[config.mk]
export PLATFORM = sky130hd
export DESIGN_NAME = ahbl_bus_mux_n
export DESIGN_NICKNAME = d
export VERILOG_FILES = /design/src/rtl/ahbl_bus_pkg.sv /design/src/rtl/ahbl_default_slave.sv /design/src/rtl/ahbl_bus_mux_n.sv
export SDC_FILE = /design/constraint.sdc
export NUM_CORES = 1
export LEC_CHECK = 0
export ABC_AREA = 1
export CAP_MARGIN = 5
export CORE_AREA = 5 5 143 145
export CTS_CLUSTER_DIAMETER = 120
export DETAILED_ROUTE_END_ITERATION = 6
export DIE_AREA = 0 0 148 150
export PLACE_DENSITY = 0.48
export SETUP_SLACK_MARGIN = 0.4
export SYNTH_ARGS = -nofsm -noshare
export SYNTH_HDL_FRONTEND = slang
export SYNTH_SLANG_ARGS = --single-unit
[constraint.sdc]
create_clock -name HCLK -period 1.1 [get_ports HCLK]
set_input_delay 0.275 -clock HCLK [delete_from_list [all_inputs] [get_ports HCLK]]
set_output_delay 0.275 -clock HCLK [all_outputs]
set_load 0.02 [all_outputs]
[src/rtl/ahbl_bus_pkg.sv]
// Shared AHB-Lite encodings, default-slave state type and the decode priority helper
// used by ahbl_bus_mux_n and ahbl_default_slave.
package ahbl_bus_pkg;

    localparam logic [1:0] HTRANS_IDLE   = 2'b00;
    localparam logic [1:0] HTRANS_BUSY   = 2'b01;
    localparam logic [1:0] HTRANS_NONSEQ = 2'b10;
    localparam logic [1:0] HTRANS_SEQ    = 2'b11;

    localparam logic HRESP_OKAY  = 1'b0;
    localparam logic HRESP_ERROR = 1'b1;

    localparam int MAX_SLAVES = 16;

    typedef enum logic [1:0] {
        DS_IDLE,
        DS_ERR1,
        DS_ERR2
    } ds_state_t;

    // Keeps only the lowest set bit, so overlapping address windows resolve to one slave.
    function automatic logic [MAX_SLAVES-1:0] lowest_onehot(input logic [MAX_SLAVES-1:0] req);
        return req & (~req + MAX_SLAVES'(1));
    endfunction

endpackage

[src/rtl/ahbl_default_slave.sv]
// Default slave for unmapped accesses: two-cycle ERROR state machine, plus the stall
// watchdog that forces the same ERROR when AHBL_BUS_TIMEOUT_EN is defined.
module ahbl_default_slave
    import ahbl_bus_pkg::*;
#(
    parameter int TIMEOUT = 1023
) (
    input  logic       clk,
    input  logic       reset,
    input  logic [1:0] htrans,
    input  logic       hready,
    input  logic       unmapped,
    input  logic       stall,
    input  logic       to_clr,
    output logic       hreadyout,
    output logic       hresp,
    output logic       to_flag,
    output logic       abort
);

    ds_state_t state;
    ds_state_t state_next;
    logic      active;

    always_comb begin
        case (htrans)
            HTRANS_NONSEQ, HTRANS_SEQ: active = unmapped;
            HTRANS_IDLE, HTRANS_BUSY:  active = 1'b0;
            default:                   active = 1'b0;
        endcase
    end

`ifdef AHBL_BUS_TIMEOUT_EN
    localparam int CW = $clog2(TIMEOUT + 1);

    logic [CW-1:0] stall_count;

    assign abort = stall && (stall_count == CW'(TIMEOUT - 1));

    // A fresh timeout outranks a simultaneous clear so the event is never lost.
    always_ff @(posedge clk) begin
        if (reset) begin
            stall_count <= '0;
            to_flag     <= 1'b0;
        end else begin
            if (hready || abort)
                stall_count <= '0;
            else if (stall)
                stall_count <= stall_count + 1'b1;
            if (abort)
                to_flag <= 1'b1;
            else if (to_clr)
                to_flag <= 1'b0;
        end
    end
`else
    logic unused_timeout;

    assign unused_timeout = stall ^ to_clr ^ (TIMEOUT > 0);
    assign abort          = 1'b0;
    assign to_flag        = 1'b0;
`endif

    always_ff @(posedge clk) begin
        if (reset)
            state <= DS_IDLE;
        else
            state <= state_next;
    end

    always_comb begin
        state_next = state;
        case (state)
            DS_IDLE: if (hready && active) state_next = DS_ERR1;
            DS_ERR1: state_next = DS_ERR2;
            DS_ERR2: state_next = (hready && active) ? DS_ERR1 : DS_IDLE;
            default: state_next = DS_IDLE;
        endcase
        if (abort)
            state_next = DS_ERR1;
    end

    // Outputs depend on state only, keeping HREADY free of combinational feedback.
    assign hreadyout = (state != DS_ERR1);
    assign hresp     = (state == DS_IDLE) ? HRESP_OKAY : HRESP_ERROR;

endmodule

[src/rtl/ahbl_bus_mux_n.sv]
// AHB-Lite single-master interconnect: address decoder, data-phase response mux and
// default slave. Define AHBL_BUS_TIMEOUT_EN to enable the slave stall watchdog.
module ahbl_bus_mux_n
    import ahbl_bus_pkg::*;
#(
    parameter int               NS      = 4,
    parameter int               AW      = 32,
    parameter int               DW      = 64,
    parameter int               MW      = 8,
    parameter logic [NS*MW-1:0] S_BASE  = {NS{8'h00}},
    parameter logic [NS*MW-1:0] S_MASK  = {NS{8'hFF}},
    parameter int               TIMEOUT = 1023
) (
    input  logic             HCLK,
    input  logic             HRESET,
    input  logic [AW-1:0]    HADDR,
    input  logic [1:0]       HTRANS,
    output logic             HREADY,
    output logic [DW-1:0]    HRDATA,
    output logic             HRESP,
    output logic [NS-1:0]    HSEL_S,
    input  logic [NS*DW-1:0] HRDATA_S,
    input  logic [NS-1:0]    HREADYOUT_S,
    input  logic [NS-1:0]    HRESP_S,
    output logic             TO_FLAG,
    input  logic             TO_CLR
);

    localparam int            IW = $clog2(NS + 1);
    localparam logic [IW-1:0] DS = IW'(NS);

    logic [MW-1:0]         addr_top;
    logic [NS-1:0]         match;
    logic [MAX_SLAVES-1:0] grant;
    logic [IW-1:0]         dec_idx;
    logic [IW-1:0]         dsel;
    logic                  unmapped;
    logic                  ds_ready;
    logic                  ds_resp;
    logic                  stall;
    logic                  abort;
    logic                  unused_addr;

    assign addr_top    = HADDR[AW-1 -: MW];
    assign unused_addr = ^HADDR[AW-MW-1:0];

    for (genvar i = 0; i < NS; i++) begin : g_match
        assign match[i] = (addr_top & S_MASK[i*MW +: MW]) == (S_BASE[i*MW +: MW] & S_MASK[i*MW +: MW]);
    end

    assign grant    = lowest_onehot(MAX_SLAVES'(match));
    assign HSEL_S   = grant[NS-1:0];
    assign unmapped = ~|match;

    if (NS < MAX_SLAVES) begin : g_grant_pad
        logic unused_grant;
        assign unused_grant = ^grant[MAX_SLAVES-1:NS];
    end

    always_comb begin
        dec_idx = DS;
        for (int i = 0; i < NS; i++)
            if (grant[i])
                dec_idx = IW'(i);
    end

    // The data-phase target only advances when the current data phase completes.
    always_ff @(posedge HCLK) begin
        if (HRESET)
            dsel <= DS;
        else if (abort)
            dsel <= DS;
        else if (HREADY)
            dsel <= dec_idx;
    end

    always_comb begin
        HREADY = ds_ready;
        HRESP  = ds_resp;
        HRDATA = '0;
        stall  = 1'b0;
        for (int i = 0; i < NS; i++) begin
            if (dsel == IW'(i)) begin
                HREADY = HREADYOUT_S[i];
                HRESP  = HRESP_S[i];
                HRDATA = HRDATA_S[i*DW +: DW];
                stall  = !HREADYOUT_S[i];
            end
        end
    end

    ahbl_default_slave #(
        .TIMEOUT (TIMEOUT)
    ) u_default_slave (
        .clk       (HCLK),
        .reset     (HRESET),
        .htrans    (HTRANS),
        .hready    (HREADY),
        .unmapped  (unmapped),
        .stall     (stall),
        .to_clr    (TO_CLR),
        .hreadyout (ds_ready),
        .hresp     (ds_resp),
        .to_flag   (TO_FLAG),
        .abort     (abort)
    );

endmodule
### Word level (Yosys, flattened, before mapping)

Index checks and enable logic that the tools add are counted.

| storage, ports and cells | value |
|---|---|
| register bits after elaboration | 5 |
| bits in latches | 0 |
| memory bits (writable) | 0 |
| ROM bits | 0 |
| input port bits | 301 |
| output and inout bits | 71 |
| memories | 0 |

| operators by class | value |
|---|---|
| add/sub/neg operators | 1 |
| multiply operators | 0 |
| divide/modulo/power cells | 0 |
| magnitude comparators | 0 |
| eq/ne operators | 10 |
| shift operators | 0 |
| mux-type cells | 21 |
| bitwise operators | 2 |
| reduce and logical (&&, ||, !) cells | 8 |

Operators with widths:

| cell | count |
|---|---|
| $mux W64 | 4 |
| $mux W3 | 4 |
| $mux W1 | 10 |
| $logic_not A8 Y1 | 1 |
| $eq A2 B2 Y1 const B | 3 |
| $eq A3 B2 Y1 const B | 2 |
| $pmux W2 S3 | 1 |
| $add A4 B1 Y4 const B | 1 |
| $and A4 B4 Y4 | 1 |
| $eq A2 B1 Y1 const B | 2 |
| $logic_not A2 Y1 | 2 |
| $ne A2 B1 Y1 const B | 2 |
| $not A4 Y4 | 1 |
| $reduce_or A2 Y1 | 2 |
| $eq A3 B1 Y1 const B | 1 |
| $logic_not A3 Y1 | 1 |
| $mux W2 | 1 |
| $pmux W1 S2 | 1 |
| $logic_and A1 B1 Y1 | 1 |
| $logic_not A1 Y1 | 1 |

### Longest topological paths before layout

Gate-level depths: netlist of run 1.

| depth | value |
|---|---|
| word-level depth | 8 |
| mapped depth | 4 |
| mapped depth without buffers | 4 |

### Modules after synthesis

A second synthesis of run 1 with hierarchy kept.

| second synthesis, totals | value |
|---|---|
| cell total of the unflattened synthesis | 174 |
| area total of the unflattened synthesis | 780.7 sq um |

By module, submodules not included:

| module | instances | cells an instance | area each (sq um) | seq. area each (sq um) |
|---|---|---|---|---|
| ahbl_bus_mux_n | 1 | 160 | 676.9 | 20.0 |
| ahbl_default_slave | 1 | 14 | 103.8 | 40.0 |

### Worst setup path after synthesis of run 1

No wires, ideal clock.

| timing | value |
|---|---|
| path type | reg2out |
| start point | register dsel[2] |
| end point | output port HRDATA[10] |
| arrival | 0.932 ns |
| data required time | 0.825 ns |
| path slack | -0.107 ns |
| stages on the path, launching flop included | 4 |
| path buffers | 2 |
| path through | dfxtp_1 buf_4 buf_4 nor2_1 |

| between the ends | value |
|---|---|
| longest elaborated chain between the ends | 5 |
| elaborated cells on any way between the ends | 8 |

RTL lines:

| element | RTL line | RTL |
|---|---|---|
| start: declaration | ahbl_bus_mux_n.sv:36 | `logic [IW-1:0] dsel;` |
| start signal: assignment | ahbl_bus_mux_n.sv:74 | `dsel <= dec_idx;` |
| $logic_not A3 Y1 | ahbl_bus_mux_n.sv:83 | `if (dsel == IW'(i)) begin` |
| $mux W64 (3 in series) | ahbl_bus_mux_n.sv:83 |  |
| $mux W64 (*) | ahbl_bus_mux_n.sv:83 |  |
| end: declaration | ahbl_bus_mux_n.sv:19 | `output logic [DW-1:0] HRDATA,` |

Every way passes the cells marked *; elsewhere a longest branch is shown, timed or not.

### Final worst setup path of run 1

| timing | value |
|---|---|
| start point | register dsel[2] |
| end point | output port HRDATA[26] |

Same word-level chain as after synthesis.

==> impl_metrics.tcl, run 1 <==
set metrics [dict create \
    fin_crit_sh 1.336 \
    clk_latency_ns 0.22 \
    reg2reg_to "dsel[2]$_SDFFE_PP1P_" \
    r2r-start "dsel[2]$_SDFFE_PP1P_" \
    post-route-min-period_ns 1.470 \
    track_usage 0.04891 \
    die_w_um 148 \
    wl_per_cell_um 10.69 \
    crit_fanout 6 \
    start_util 0.03771 \
    r2r.worst_path.cells 5 \
    failed_checks "negative setup slack" \
    dp_worst_setup_slack_ns -0.7859 \
    setup_viol_count_final 66 \
    drv_slew 0 \
    remaining_drc_errors 0 \
    synth-seq-area-share 0.08348 \
    die_area_um2 22200 \
    grt_pass1_vias 1514 \
    clk_path_buf_depth 2 \
    cts_htree_levels 1 \
    drv_cap 0 \
    crit_end "HRDATA[26]" \
    syn_avg_cell_area_um2 4.334 \
    dr.first_iter.drc_count 6 \
    core.rowCount 51 \
    syn_inst 166 \
    setup.worst_path.start "dsel[2]$_SDFFE_PP1P_" \
    antenna_cells 0 \
    reg2reg_setup_slack_ns 0.08 \
    outcome "finished, violations left" \
    final_util 0.1843 \
    fin_area_um2 3516 \
    ys_ff_latch 3 \
    max_freq_mhz 680.2 \
    hold_viol 0 \
    peakVddDrop_mv 0.4472 \
    place_congestion 0.6327 \
    critPathKind "reg2out" \
    syn_to_final_growth_pct 388.7 \
    ant_nets 0 \
    yosys_warnings 0 \
    fin_skew_ns 0.00003332 \
    setup_ws_ns -0.3701 \
    netlist_area_um2 719.4 \
    die_y_um 150 \
    clk_transition_reported_paths_ns 0.03 \
    tritoncts "yes" \
    arrival_ns 1.20 \
    min_path_type "in2reg" \
    numCtsBuffers 3 \
    drt_pass1_iterations 3 \
    placed_area_um2 2992 \
    ios 372 \
    grt.overflow.total 0 \
    p_leak_nw 1.577 \
    grt_pass1_wl_um 8335 \
    core-area_um2 19080 \
    antenna_found_initial 0 \
    num_vias 1513 \
    cts.sinks 3 \
    layout-drive-gt1-share 0.5646 \
    crit_required_ns 0.82 \
    viasPerCell 2.650 \
    dpl.hpwl_um 5285 \
    crit_path_start_kind "flop" \
    rsz0062_at_grt "true" \
    powerDensity_nw_per_um2 526.6 \
    grt_max_degree 18 \
    wirelength_um 6105 \
    cts-root-buf "clkbuf_16" \
    portBuffers 143 \
    end_kind "output port" \
    yosysUniqueCellTypes 11 \
    final_nets 635 \
]
==> logic make-up after synthesis <==
| kind of cell | share of synthesized area |
|---|---|
| flip-flops | 0.08348 |
| AO/OA/AOI/OAI | 0.01914 |
| AND/OR/NAND/NOR | 0.4191 |
| other | 0.005212 |
| buffers and inverters | 0.4730 |
==> repair_timing <==
action | CTS | global route
pin swaps | 11 | 19
resized for setup | 440 | 37
gates cloned | 2 | 1
buffers inserted | 8 | 0
setup endpoints to repair | 70 | 70
hold buffers | 0 | 0
==> per-stage QoR <==
stage          cells  hold WS (ns)  total power [W]  setup TNS (ns)
3_5_place_dp     556        0.5131         0.001113          -44.19
6_report         571        0.4463         0.001851          -19.38
3_3_place_gp     556        0.5105         0.001111          -44.05
5_1_grt          571        0.4675         0.001946          -22.36
4_1_cts          570        0.4523         0.001810          -21.07
2_1_floorplan    169        0.3518        0.0005914               0
==> cells in the mapped netlist (all sizes together) <==
cell	n	area [um2]
nor2	70	262.8
a31oi	1	6.260
nor3	2	10.01
conb	1	3.750
buf	11	77.57
nand2	5	18.77
dfxtp	3	60.06
nand3	2	10.01
inv	70	262.8
o21bai	1	7.510
==> flip-flops by register name, summed over array words and instances (netlist names) <==
| signal | flops |
|---|---|
| dsel | 1 |
| u_default_slave.state | 2 |
==> cells in the final DEF (no fill, tap or decap), drive strengths merged <==
cell type / n
nand2: 5
o21bai: 1
nand3: 2
clkbuf: 5
conb: 4
buf: 102
clkdlybuf4s50: 67
nor2: 70
dlygate4sd2: 1
a31oi: 1
inv: 70
nor3: 2
dfxtp: 3
==> final cells by class <==
| class | instances | area, um2 |
|---|---|---|
| sequential | 3 | 63.81 |
| timing repair buffer | 171 | 1934 |
| multi-input combinational | 85 | 875.8 |
| clock buffer | 4 | 78.83 |
| inverter | 70 | 265.3 |
| tap | 238 | 297.8 |
| fill | 2125 | 15560 |
==> critical path: stages (launching register included) <==
cell and delay, ns:
dfxtp_4 0.38, buf_12 0.14, buf_16 0.13, buf_12 0.13, nor2_4 0.07, buf_6 0.12
==> per-layer routing <==
metal / vias to the layer above / GRT usage / wire length (um)
met5: - / 0 / 0
met3: 6 / 0.02483 / 953
li1: 762 / - / -
met1: 638 / 0.05619 / 2182
met2: 107 / 0.08221 / 2900
met4: 0 / 0.009700 / 67
==> power breakdown <==
| part | switching (W) | leakage, nW | internal, W |
|---|---|---|---|
| sequential | 0.0000111 | 0.0246 | 0.000116 |
| clock | 0.0000942 | 0.0382 | 0.000478 |
| combinational | 0.000514 | 1.51 | 0.000638 |
| total | 0.000620 | 1.58 | 0.00123 |
==> worst min-delay path by stage <==
stage,to,cells past startpoint,slack (ns),from
2_1_floorplan,u_default_slave.state[1]$_SDFFE_PP0P_,1,0.35,HRESET
3_3_place_gp,u_default_slave.state[1]$_SDFFE_PP0P_,2,0.51,u_default_slave.state[1]$_SDFFE_PP0P_
3_5_place_dp,u_default_slave.state[1]$_SDFFE_PP0P_,2,0.51,u_default_slave.state[1]$_SDFFE_PP0P_
4_1_cts,u_default_slave.state[1]$_SDFFE_PP0P_,3,0.45,HRESET
5_1_grt,u_default_slave.state[1]$_SDFFE_PP0P_,3,0.47,HRESET
6_report,u_default_slave.state[1]$_SDFFE_PP0P_,3,0.45,HRESET
Power figures use the tool's default switching activity.
==> run 2: changes to the inputs <==
--- a/config.mk
+++ b/config.mk
@@ -5,13 +5,13 @@
 export SDC_FILE = /design/constraint.sdc
 export NUM_CORES = 1
 export LEC_CHECK = 0
-export ABC_AREA = 1
+export ABC_AREA = 0
 export CAP_MARGIN = 5
-export CORE_AREA = 5 5 143 145
+export CORE_AREA = 5 5 140 142
 export CTS_CLUSTER_DIAMETER = 120
 export DETAILED_ROUTE_END_ITERATION = 6
-export DIE_AREA = 0 0 148 150
-export PLACE_DENSITY = 0.48
+export DIE_AREA = 0 0 145 147
+export PLACE_DENSITY = 0.49
 export SETUP_SLACK_MARGIN = 0.4
 export SYNTH_ARGS = -nofsm -noshare
 export SYNTH_HDL_FRONTEND = slang
==> run 2 against run 1 <==
The flow still finishes with violations (negative setup slack). Largest cell class unchanged. Via count down 13%. Flip-flop and latch count unchanged. Combinational power about the same. Highest routed layer is now met5. Synthesized cell count down 43%. Register-to-register slack worse by 0.24 ns. Clock power up 1%. Core utilization down 0.27 points. Sequential power about the same. Final area down 5.3%. Sequential share of layout area up 0.10 points. Fmax down 2.1%. Non-clock buffer count down 2.
==> impl_metrics.tcl, run 2 <==
set metrics [dict create \
    fin_crit_sh 1.365 \
    cp_common_cell "buf_12" \
    post-route-min-period_ns 1.501 \
    antenna_cells 0 \
    seq_power_share 0.069 \
    p_int_w 0.001300 \
    synth.most_common_cell "nor2b_1" \
    min_path_type "in2reg" \
    setup_ws_ns -0.4011 \
    syn_inst 94 \
    setup_viol_count_final 69 \
    largest_reg_flops 2 \
    grt_max_degree 11 \
    path_cells "buf_12 > buf_12 > buf_8 > nor2b_4 > buf_6" \
    peakVddDrop_mv 0.3686 \
    yosys.area.top_type "nor2b_1" \
    pwr-share-clk 0.316 \
    viasPerCell 2.671 \
    ios 372 \
    grt_pass1_wl_um 8914 \
    powerDensity_nw_per_um2 549.1 \
    track_usage 0.05285 \
    mostFrequentLayoutCell "buf_6" \
    synth_edf_count 0 \
    portBuffers 143 \
    clk_path_buf_depth 2 \
    crit_fanout 6 \
    yosysTopAreaCellShare 0.6478 \
    layout-drive-gt1-share 0.6641 \
    die_y_um 147 \
    cts.sinks 3 \
    multi_input_area_um2 1020 \
    clk_transition_reported_paths_ns 0.03 \
    cp_num_buf_inv 4 \
    cts-root-buf "clkbuf_16" \
    reg.largest.list "u_default_slave.state x2, dsel x1" \
    regArea_um2 63.81 \
    crit_path_start_kind "flop" \
    core-area_um2 18330 \
    numCtsBuffers 3 \
    cts_htree_levels 1 \
    wirelength_um 6078 \
    final_util 0.1816 \
    num_vias 1317 \
    start_util 0.03372 \
    cp_num_cells 5 \
    cp_top_family "buffers and inverters" \
    slowest_delay_ns 0.37 \
    syn_avg_cell_area_um2 6.575 \
    max_freq_mhz 666.2 \
    yosysUniqueCellTypes 15 \
    ant_nets 0 \
    switching_share 0.2886 \
    netlist_area_um2 618.1 \
    hold_viol 0 \
    setup.worst_path.start "dsel[2]$_SDFFE_PP1P_" \
    yosys_warnings 0 \
    synth-seq-area-share 0.09717 \
    fin_skew_ns 0.0007173 \
    synth_area_leaders "nor2b_1, dfxtp_1, buf_4, nor2_1, or4_4" \
    wl_per_cell_um 12.33 \
    die_w_um 145 \
    ctsHoldBuffers 0 \
    synth_common_cells "nor2b_1, nor2_1, clkbuf_1" \
    die_area_um2 21320 \
    r2r.worst_path.cells 4 \
    drv_slew 0 \
    remaining_drc_errors 0 \
    n_fill_cell 1986 \
    core.rowCount 50 \
    syn_to_final_growth_pct 438.5 \
    whs_ns 0.4014 \
    drv_cap 0 \
    crit_end "HRDATA[50]" \
    grt.overflow.total 0 \
    crit_slowest_cell "dfxtp_4" \
    synthArstFlopShare 0 \
    outcome "finished, violations left" \
    switchingPower_w 0.0005275 \
    end_kind "output port" \
    critPathKind "reg2out" \
    clk_latency_ns 0.22 \
    dpl.hpwl_um 5172 \
    p_leak_nw 1.436 \
    combPwrFrac 0.615 \
    place_congestion 0.6601 \
    ys_ff_latch 3 \
    dominantRegCellSynth "dfxtp_1" \
    antenna_found_initial 2 \
    reg2reg_to "dsel[2]$_SDFFE_PP1P_" \
    tritoncts "yes" \
    crit_required_ns 0.82 \
    failed_checks "negative setup slack" \
    reg2reg_setup_slack_ns -0.16 \
    rsz0062_at_grt "true" \
    grt_pass1_vias 1447 \
    final_nets 561 \
    largest_register "u_default_slave.state" \
    r2r-start "dsel[2]$_SDFFE_PP1P_" \
    arrival_ns 1.23 \
    dr.first_iter.drc_count 8 \
    drt_pass1_iterations 2 \
    layout_common_cells "buf_6, nor2b_4, clkdlybuf4s50_1" \
]
## run 2: changes by cell type in the layout (fill, tap and decap cells not counted), moves of 4 or more
cell / change
buf_4: +6
nor2b_4: +64
nor2_1: +4
clkdlybuf4s50_1: -4
buf_12: -4
nand2_2: -4
dlygate4sd2_1: +4
buf_6: -9
inv_1: -67
nor2_4: -64
nor2_2: -4
## run 2: area by class of cell
class,count,area share
repair buffers,169,0.5628
well taps,234,0.08797
multi-input cells,83,0.3064
clock buffers,4,0.02368
flip-flops and latches,3,0.01917
## run 2: metrics by stage
step                      TNS [ns]  worst slack [ns]  area (um2)  total power [W]  std cells
final                       -20.74           -0.4011        3328         0.001828        493
after global routing        -23.44           -0.4412        3328         0.001912        493
after global placement      -44.49            -1.110        2905         0.001098        473
after floorplan             -3.028           -0.3315        1271        0.0006448         97
after detailed placement    -44.92            -1.123        2905         0.001108        473
after CTS                   -21.53           -0.4178        3282         0.001836        491
## run 2: cell families (layout without fill, tap and decap cells)
logic type	count (synthesis)	in the layout	synth area share
AO/OA/AOI/OAI	2	2	0.02631
buffers and inverters	11	173	0.09110
flip-flops	3	3	0.09717
other	1	4	0.006067
AND/OR/NAND/NOR	77	77	0.7794
## run 2: worst min path at each step
stage	start	endpoint	slack, ns	cells after the start
after floorplan	HRESET	u_default_slave.state[1]$_SDFFE_PP0P_	0.35	1
after global placement	u_default_slave.state[1]$_SDFFE_PP0P_	u_default_slave.state[1]$_SDFFE_PP0P_	0.44	1
after detailed placement	u_default_slave.state[1]$_SDFFE_PP0P_	u_default_slave.state[1]$_SDFFE_PP0P_	0.45	1
after CTS	HRESET	u_default_slave.state[1]$_SDFFE_PP0P_	0.40	2
after global routing	HRESET	u_default_slave.state[1]$_SDFFE_PP0P_	0.41	2
final	HRESET	u_default_slave.state[1]$_SDFFE_PP0P_	0.40	2
## run 2: what timing repair did
| action | CTS | global route |
|---|---|---|
| gates resized for setup | 429 | 3 |
| endpoints found under the hold margin | 0 | 0 |
| cloned | 4 | 1 |
| setup buffers | 10 | 1 |
| pin swaps | 5 | 5 |
| endpoints found under the setup margin | 70 | 69 |
## run 2: layer usage
| metal | routed length, um | global-route usage | vias to the layer above |
|---|---|---|---|
| met4 | 27 | 0.005650 | 4 |
| met5 | 21 | 0 | - |
| li1 | - | - | 611 |
| met1 | 2456 | 0.06494 | 590 |
| met3 | 723 | 0.02375 | 6 |
| met2 | 2850 | 0.08810 | 106 |
## run 2: power by group through the flow
stage	logic (W)	registers, W	clock network [W]
5_1_grt	0.00118	0.000128	0.000602
2_1_floorplan	0.000518	0.000127	0
4_1_cts	0.00112	0.000127	0.000585
3_3_place_gp	0.000959	0.000139	0
3_5_place_dp	0.000968	0.000139	0
6_report	0.00112	0.000126	0.000578
